$ cat src/rtl/matrix_mac_pkg.sv
// Shared constants and encodings for the matrix MAC datapath.
package matrix_mac_pkg;

  localparam int DEFAULT_DATA_WIDTH = 8;

  typedef enum logic [1:0] {
    IDLE  = 2'd0,
    RUN   = 2'd1,
    FLUSH = 2'd2
  } seq_state_t;

  localparam logic SEL_A = 1'b0;
  localparam logic SEL_B = 1'b1;

endpackage

$ cat src/rtl/matrix_operand_bank.sv
// DIM*DIM operand register file: one sync write port, two comb read ports.
module matrix_operand_bank
  import matrix_mac_pkg::*;
#(
  parameter int DATA_WIDTH = DEFAULT_DATA_WIDTH,
  parameter int DIM        = 4
) (
  input  logic                       clock,
  input  logic                       wr_en,
  input  logic [$clog2(DIM*DIM)-1:0] wr_addr,
  input  logic [DATA_WIDTH-1:0]      wr_data,
  input  logic [$clog2(DIM*DIM)-1:0] rd_addr_0,
  output logic [DATA_WIDTH-1:0]      rd_data_0,
  input  logic [$clog2(DIM*DIM)-1:0] rd_addr_1,
  output logic [DATA_WIDTH-1:0]      rd_data_1
);

  logic [DATA_WIDTH-1:0] mem [DIM*DIM];

  always_ff @(posedge clock) begin
    if (wr_en) begin
      mem[wr_addr] <= wr_data;
    end
  end

  assign rd_data_0 = mem[rd_addr_0];
  assign rd_data_1 = mem[rd_addr_1];

endmodule

$ cat src/rtl/matrix_operand_sequencer.sv
// Streams A[i][k]/B[k][j] pairs into the MAC, k fastest, then j, then i.
// Define MATRIX_SEQ_STALL_EN to add a stall input that freezes a run.
module matrix_operand_sequencer
  import matrix_mac_pkg::*;
#(
  parameter int DATA_WIDTH  = DEFAULT_DATA_WIDTH,
  parameter int DIM         = 4,
  parameter int MAC_LATENCY = 1
) (
  input  logic                       clock,
  input  logic                       reset,
  input  logic                       wr_en,
  input  logic                       wr_sel,
  input  logic [$clog2(DIM*DIM)-1:0] wr_addr,
  input  logic [DATA_WIDTH-1:0]      wr_data,
  input  logic                       start,
`ifdef MATRIX_SEQ_STALL_EN
  input  logic                       stall,
`endif
  output logic                       busy,
  output logic                       done,
  output logic                       mac_enable,
  output logic                       mac_clear,
  output logic [DATA_WIDTH-1:0]      matrix_1,
  output logic [DATA_WIDTH-1:0]      matrix_2,
  output logic                       result_valid,
  output logic [$clog2(DIM)-1:0]     out_row,
  output logic [$clog2(DIM)-1:0]     out_col
);

  localparam int AW = $clog2(DIM*DIM);
  localparam int IW = $clog2(DIM);
  localparam logic [IW-1:0] LAST = IW'(DIM-1);

  typedef struct packed {
    logic          v;
    logic          last;
    logic [IW-1:0] row;
    logic [IW-1:0] col;
  } tag_t;

  seq_state_t state_q, state_d;
  logic [IW-1:0] i_q, j_q, k_q;
  logic [IW-1:0] i_d, j_d, k_d;
  logic issue, last_pair, stall_act;
  logic en_q, clr_q;
  logic [DATA_WIDTH-1:0] m1_q, m2_q;
  logic [AW-1:0] a_addr, b_addr;
  logic [DATA_WIDTH-1:0] a_rd, b_rd, a_op, b_op;
  logic [DATA_WIDTH-1:0] unused_rd_a, unused_rd_b;
  logic a_we, b_we;
  tag_t pipe_q [MAC_LATENCY];
  tag_t tag_in, tag_out;

`ifdef MATRIX_SEQ_STALL_EN
  assign stall_act = stall && (state_q != IDLE);
`else
  assign stall_act = 1'b0;
`endif

  assign a_we = wr_en && (state_q == IDLE) && (wr_sel == SEL_A);
  assign b_we = wr_en && (state_q == IDLE) && (wr_sel == SEL_B);

  assign last_pair = (i_q == LAST) && (j_q == LAST) && (k_q == LAST);

  always_comb begin
    state_d = state_q;
    i_d     = i_q;
    j_d     = j_q;
    k_d     = k_q;
    issue   = 1'b0;
    unique case (state_q)
      IDLE: begin
        if (start) begin
          state_d = RUN;
          i_d     = '0;
          j_d     = '0;
          k_d     = '0;
          issue   = 1'b1;
        end
      end
      RUN: begin
        if (last_pair) begin
          state_d = FLUSH;
          i_d     = '0;
          j_d     = '0;
          k_d     = '0;
        end else begin
          issue = 1'b1;
          if (k_q == LAST) begin
            k_d = '0;
            if (j_q == LAST) begin
              j_d = '0;
              i_d = i_q + IW'(1);
            end else begin
              j_d = j_q + IW'(1);
            end
          end else begin
            k_d = k_q + IW'(1);
          end
        end
      end
      FLUSH: begin
        if (tag_out.v && tag_out.last) begin
          state_d = IDLE;
        end
      end
      default: state_d = IDLE;
    endcase
  end

  assign a_addr = AW'(i_d) * AW'(DIM) + AW'(k_d);
  assign b_addr = AW'(k_d) * AW'(DIM) + AW'(j_d);

  matrix_operand_bank #(
    .DATA_WIDTH(DATA_WIDTH),
    .DIM       (DIM)
  ) u_bank_a (
    .clock    (clock),
    .wr_en    (a_we),
    .wr_addr  (wr_addr),
    .wr_data  (wr_data),
    .rd_addr_0(a_addr),
    .rd_data_0(a_rd),
    .rd_addr_1(wr_addr),
    .rd_data_1(unused_rd_a)
  );

  matrix_operand_bank #(
    .DATA_WIDTH(DATA_WIDTH),
    .DIM       (DIM)
  ) u_bank_b (
    .clock    (clock),
    .wr_en    (b_we),
    .wr_addr  (wr_addr),
    .wr_data  (wr_data),
    .rd_addr_0(b_addr),
    .rd_data_0(b_rd),
    .rd_addr_1(wr_addr),
    .rd_data_1(unused_rd_b)
  );

  // a write landing with start must reach the first issued pair
  assign a_op = (a_we && wr_addr == a_addr) ? wr_data : a_rd;
  assign b_op = (b_we && wr_addr == b_addr) ? wr_data : b_rd;

  always_comb begin
    tag_in = '0;
    if (en_q && k_q == LAST) begin
      tag_in.v    = 1'b1;
      tag_in.last = last_pair;
      tag_in.row  = i_q;
      tag_in.col  = j_q;
    end
  end

  assign tag_out = pipe_q[MAC_LATENCY-1];

  always_ff @(posedge clock) begin
    if (reset) begin
      state_q <= IDLE;
      i_q     <= '0;
      j_q     <= '0;
      k_q     <= '0;
      en_q    <= 1'b0;
      clr_q   <= 1'b0;
      m1_q    <= '0;
      m2_q    <= '0;
      for (int n = 0; n < MAC_LATENCY; n++) begin
        pipe_q[n] <= '0;
      end
    end else if (!stall_act) begin
      state_q <= state_d;
      i_q     <= i_d;
      j_q     <= j_d;
      k_q     <= k_d;
      en_q    <= issue;
      clr_q   <= issue && (k_d == '0);
      m1_q    <= issue ? a_op : '0;
      m2_q    <= issue ? b_op : '0;
      pipe_q[0] <= tag_in;
      for (int n = 1; n < MAC_LATENCY; n++) begin
        pipe_q[n] <= pipe_q[n-1];
      end
    end
  end

  assign busy         = (state_q != IDLE);
  assign mac_enable   = en_q && !stall_act;
  assign mac_clear    = clr_q;
  assign matrix_1     = m1_q;
  assign matrix_2     = m2_q;
  assign result_valid = tag_out.v && !stall_act;
  assign done         = tag_out.v && tag_out.last && !stall_act;
  assign out_row      = tag_out.row;
  assign out_col      = tag_out.col;

endmodule
$ cat config.mk
export PLATFORM = sky130hd
export DESIGN_NAME = matrix_operand_sequencer
export DESIGN_NICKNAME = d
export VERILOG_FILES = /design/src/rtl/matrix_mac_pkg.sv /design/src/rtl/matrix_operand_bank.sv /design/src/rtl/matrix_operand_sequencer.sv
export SDC_FILE = /design/constraint.sdc
export NUM_CORES = 1
export LEC_CHECK = 0
export CAP_MARGIN = 15
export CORE_UTILIZATION = 55
export CTS_BUF_LIST = sky130_fd_sc_hd__clkbuf_8
export DETAILED_ROUTE_END_ITERATION = 8
export PLACE_DENSITY = 0.71
export SETUP_SLACK_MARGIN = 0.1
export SYNTH_ARGS = -nofsm -noshare
export SYNTH_HDL_FRONTEND = slang
export SYNTH_HIERARCHICAL = 1
export SYNTH_SLANG_ARGS = --single-unit
$ cat constraint.sdc
create_clock -name clock -period 2.8 [get_ports clock]
set_clock_uncertainty 0.05 [all_clocks]
set_input_delay 0.56 -clock clock [delete_from_list [all_inputs] [get_ports clock]]
set_output_delay 0.56 -clock clock [all_outputs]
set_load 0.01 [all_outputs]
After elaboration in Yosys (flattened, before gate mapping)
Memory sizes are Yosys's and may differ from the RTL's. A register that Yosys moved wholly into a read port is not among the register bits.
Cells that the tools add are included.
{ "totals": {"output_inout_bits": 25, "ff_bits": 10, "memories": 3, "mem_bits_rw": 262, "in_bits": 17, "word_cells": 69} }
{ "memory_table": {"columns": ["memory", "depth", "word_bits", "read_ports", "rd_ports_with_merged_regs", "write_ports", "line_no", "source"], "rows": [
  ["u_bank_a.mem", 16, 8, 1, 1, 1, "matrix_operand_bank.sv:18", "logic [DATA_WIDTH-1:0] mem [DIM*DIM];"],
  ["u_bank_b.mem", 16, 8, 1, 1, 1, "matrix_operand_bank.sv:18", null],
  ["pipe_q", 1, 6, 1, 0, 1, "matrix_operand_sequencer.sv:52", "tag_t pipe_q [MAC_LATENCY];"]
]} }
{ "op_classes": {"n_addsub": 5, "n_bitwise": 2, "n_eq_ne": 8, "reduce_logical": 14, "n_mux": 31} }
{ "ops": {"columns": ["cell", "count"], "rows": [
  ["$mux 2", 14],
  ["$mux 6", 2],
  ["$pmux 2 s2", 3],
  ["$mux 1", 10],
  ["$add 4x2->4", 2],
  ["$eq 2x2->1 const B", 4],
  ["$logic_and 1x1->1", 8],
  ["$add 2x1->2 const B", 3],
  ["$ne 2x2->1 const B", 3],
  ["$pmux 2 s3", 1],
  ["$reduce_or 6->1", 1],
  ["$logic_not 2->1", 2],
  ["$reduce_and 3->1", 1],
  ["$eq 2x1->1 const B", 1],
  ["$not 1->1", 2],
  ["$pmux 1 s2", 1],
  ["$reduce_bool 2->1", 1],
  ["$reduce_or 2->1", 1]
]} }

Depth between registers and ports, before layout
{ "logic_depth": {"depth_word": 7, "depth_mapped": 12, "ltp_nobuf": 10} }

By module
The synthesis kept the hierarchy.
{ "by_module_without_submodules": {"columns": ["mod", "n_inst", "area_per_inst_um2", "cells_per_inst", "seq_area_each_um2"], "rows": [
  ["matrix_operand_bank", 2, 6025.8, 291, 3843.7],
  ["matrix_operand_sequencer", 1, 1591.5, 172, 640.6]
]} }

Least setup slack after synthesis
OpenSTA, ideal clock, no wires.
{ "synth_timing": {"path_kind": "input -> register", "startpoint": "input port wr_en", "endpoint": "memory u_bank_b/mem[0][0] (netlist bit), enable pin", "path_buffers": 0, "stages": 3, "slack_ns": 0.179, "setup_time_ns": 0.383, "required_time_ns": 2.367, "arrival_ns": 2.188, "path_cell_list": "nor4bb_1 or3b_2 nor3_1"} }
{ "synth_between": {"elab_chain_cells": 4} }
{ "synth_rtl": {"columns": ["item", "line_no", "source"], "rows": [
  ["start: declaration", "matrix_operand_sequencer.sv:12", "input logic wr_en,"],
  ["$logic_and 1x1->1 (2 in series)", "matrix_operand_sequencer.sv:62", "assign b_we = wr_en && (state_q == IDLE) && (wr_sel == SEL_B);"],
  ["$mux 1", "matrix_operand_bank.sv:21", "if (wr_en) begin"],
  ["$mux 1 (not written as such)", "matrix_operand_bank.sv:22", "mem[wr_addr] <= wr_data;"],
  ["end: declaration", "matrix_operand_bank.sv:18", null]
]} }
Every way passes these cells.

Final worst setup path
{ "layout_timing": {"startpoint": "register state_q[1]", "endpoint": "register m1_q[7] (netlist: matrix_1[7]) (read register of u_bank_a.mem)"} }
{ "layout_between": {"elab_chain_cells": 4, "word_cells_on_any_way": 8, "cone_classes": "1 x add/sub; 1 x eq/ne; 3 x mux; 1 x bitwise; 2 x reduce/logical"} }
{ "layout_rtl": {"columns": ["item", "line_no", "source"], "rows": [
  ["start: declaration", "matrix_operand_sequencer.sv:42", "seq_state_t state_q, state_d;"],
  ["start signal: assignment", "matrix_operand_sequencer.sv:173", "state_q <= state_d;"],
  ["parallel branches: the longest is 4 deep, another holds $add 4x2->4", null, null],
  ["end: declaration", "matrix_operand_sequencer.sv:47", "logic [DATA_WIDTH-1:0] m1_q, m2_q;"]
]} }
Parallel ways; which one is timed is not known.
A chain may end at the register's enable or synchronous reset.

==> results.sh <==
export IMPL_outcome="completed"
export IMPL_fp_dieH_um=147
export IMPL_tns_ns=0
export IMPL_avgSynthCellArea_um2=18.8
export IMPL_power_mw=8.60
export IMPL_drt_initial_drc_count=568
export IMPL_regArea_um2=8340
export IMPL_syn_instance_count=614
export IMPL_fillers=1320
export IMPL_setup_viol_count_final=0
export IMPL_antenna_found_initial=0
export IMPL_nets=786
export IMPL_final_max_slew_viol_count=0
export IMPL_root_buffer="clkbuf_8"
export IMPL_syn_to_final_growth_pct=19.4
export IMPL_clockBufferDepth=3
export IMPL_synth_area_um2=11600
export IMPL_remaining_drc_errors=0
export IMPL_grt_usage=0.239
export IMPL_gp_congestion=0.872
export IMPL_dieArea_um2=21600
export IMPL_cts_sinks=288
export IMPL_r2r_slack_ns=0.22
export IMPL_htree_levels=2
export IMPL_routedWlPerCell_um=23.4
export IMPL_path_max_fanout=9
export IMPL_min_period_over_period=0.921
export IMPL_hp_class="reg -> reg"
export IMPL_clkLatencyLatePin_ns=0.54
export IMPL_worstSetupPathType="reg -> reg"
export IMPL_postCtsHoldBufs=0
export IMPL_dp_cells=984
export IMPL_grt_max_degree=35
export IMPL_rsz0062_at_grt="false"
export IMPL_timing_hold_ws_ns=0.458
export IMPL_max_freq_ghz=0.388
export IMPL_worstPathArrival_ns=2.92
export IMPL_stdcell_count=1068
export IMPL_worst_pin_slew_ns=0.879
export IMPL_post_route_min_period_ns=2.58
export IMPL_cts_tree="built"
export IMPL_n_antenna_cell=0
export IMPL_required_ns=3.14
export IMPL_rows=52
export IMPL_syn_num_nets=634
export IMPL_cp_end_kind="flop"
export IMPL_drive_gt1_frac=0.306
export IMPL_grt_pass1_wl_um=38100
export IMPL_grt_pass1_vias=6565
export IMPL_portBuffers=41
export IMPL_clkSlewWorstSetupHoldPaths_ns=0.07
export IMPL_ys_warn_count=6
export IMPL_power_density_nw_per_um2=623
export IMPL_multi_input_area_um2=3070
export IMPL_vias_per_cell=6.02
export IMPL_slew_headroom=0.412
export IMPL_wl_um=25000
export IMPL_crit_path_start_kind="flop"
export IMPL_leakagePower_nw=4.74
export IMPL_dp_hpwl_um=15800
export IMPL_peakVddDrop_mv=0.279
export IMPL_initial_core_util=0.566
export IMPL_fp_dieW_um=147
export IMPL_numCtsBuffers=43
export IMPL_vias=6434
export IMPL_grt_overflow_total=0
export IMPL_drtAntennaViolNets=0
export IMPL_first_pass_iters=5
export IMPL_io_pins=42
export IMPL_final_hold_viol_count=0
export IMPL_max_cap_violations=0
export IMPL_core_um2=20400
[timing repair]
action	CTS	global route
gates resized for setup	12	36
endpoints found under the setup margin	16	14
gates cloned	1	0
buffers inserted	4	2
pin swaps	3	7
[area by class of cell]
| type | instances | share of cell area |
|---|---|---|
| clock buffer | 44 | 0.0438 |
| clock inverter | 33 | 0.0166 |
| inverter | 5 | 0.00136 |
| multi-input combinational | 288 | 0.222 |
| sequential | 288 | 0.603 |
| tap | 270 | 0.0244 |
| timing repair buffer | 139 | 0.0877 |
| timing repair inverter | 1 | 0.000543 |
[final timing paths]
path         cells after the start      endpoint       start
max                             10   matrix_1[7]  state_q[1]
min                              1  pipe_q[0][3]      i_q[1]
max reg2reg                     10   matrix_1[7]  state_q[1]
min reg2reg                      1  pipe_q[0][3]      i_q[1]
[sequential cells by signal, summed over array words and instances, names as in the netlist]
register and count:
u_bank_a/mem 128, u_bank_b/mem 128, matrix_1 8, matrix_2 8, pipe_q 6, i_q 2
j_q 2, k_q 2, state_q 2, mac_clear 1, mac_enable 1
[cell usage in the layout (no fill, tap or decap), types with 10 or more instances in the layout]
| cell type | count |
|---|---|
| clkdlybuf4s50_1 | 40 |
| mux4_1 | 25 |
| nor2_1 | 40 |
| a21oi_1 | 13 |
| dfxtp_1 | 27 |
| mux4_2 | 37 |
| nor3_1 | 10 |
| nand3_1 | 15 |
| a22oi_2 | 11 |
| nand2_1 | 24 |
| a22oi_1 | 22 |
| edfxtp_1 | 256 |
| buf_4 | 88 |
| clkbuf_8 | 44 |
| inv_1 | 14 |
[power breakdown]
| part | internal [mW] | leakage (nW) | total (mW) | switching, mW |
|---|---|---|---|---|
| registers | 4.71 | 2.57 | 4.73 | 0.0178 |
| logic | 0.256 | 1.71 | 0.556 | 0.300 |
| clock network | 1.75 | 0.461 | 3.31 | 1.56 |
| total | 6.72 | 4.74 | 8.60 | 1.88 |
[per-layer routing]
layer	track usage	vias up	part of all wire	routed length [µm]
li1	-	2811	-	-
met5	0	-	0	0
met4	0.0840	0	0.023	571
met1	0.350	3283	0.43	10600
met3	0.0407	49	0.078	1950
met2	0.366	291	0.47	11800
[worst max-delay path, cell delays in order (launching register included)]
cell and delay, ns:
dfxtp_4 0.40, and2b_1 0.24, a22oi_2 0.33, clkinvlp_4 0.20, buf_6 0.17, mux4_1 0.48
a22oi_2 0.22, buf_4 0.15, nand2_1 0.06, o21ai_2 0.07, a21oi_2 0.07
[through the flow]
step	utilization	area [µm²]	setup slack [ns]
6_report	0.676	13800	0.221
5_1_grt	0.676	13800	0.0867
2_1_floorplan	-	11600	0.179
3_3_place_gp	0.626	12800	-0.490
3_5_place_dp	0.626	12800	-0.616
4_1_cts	0.670	13700	0.0871
Power figures use the tool's default switching activity.
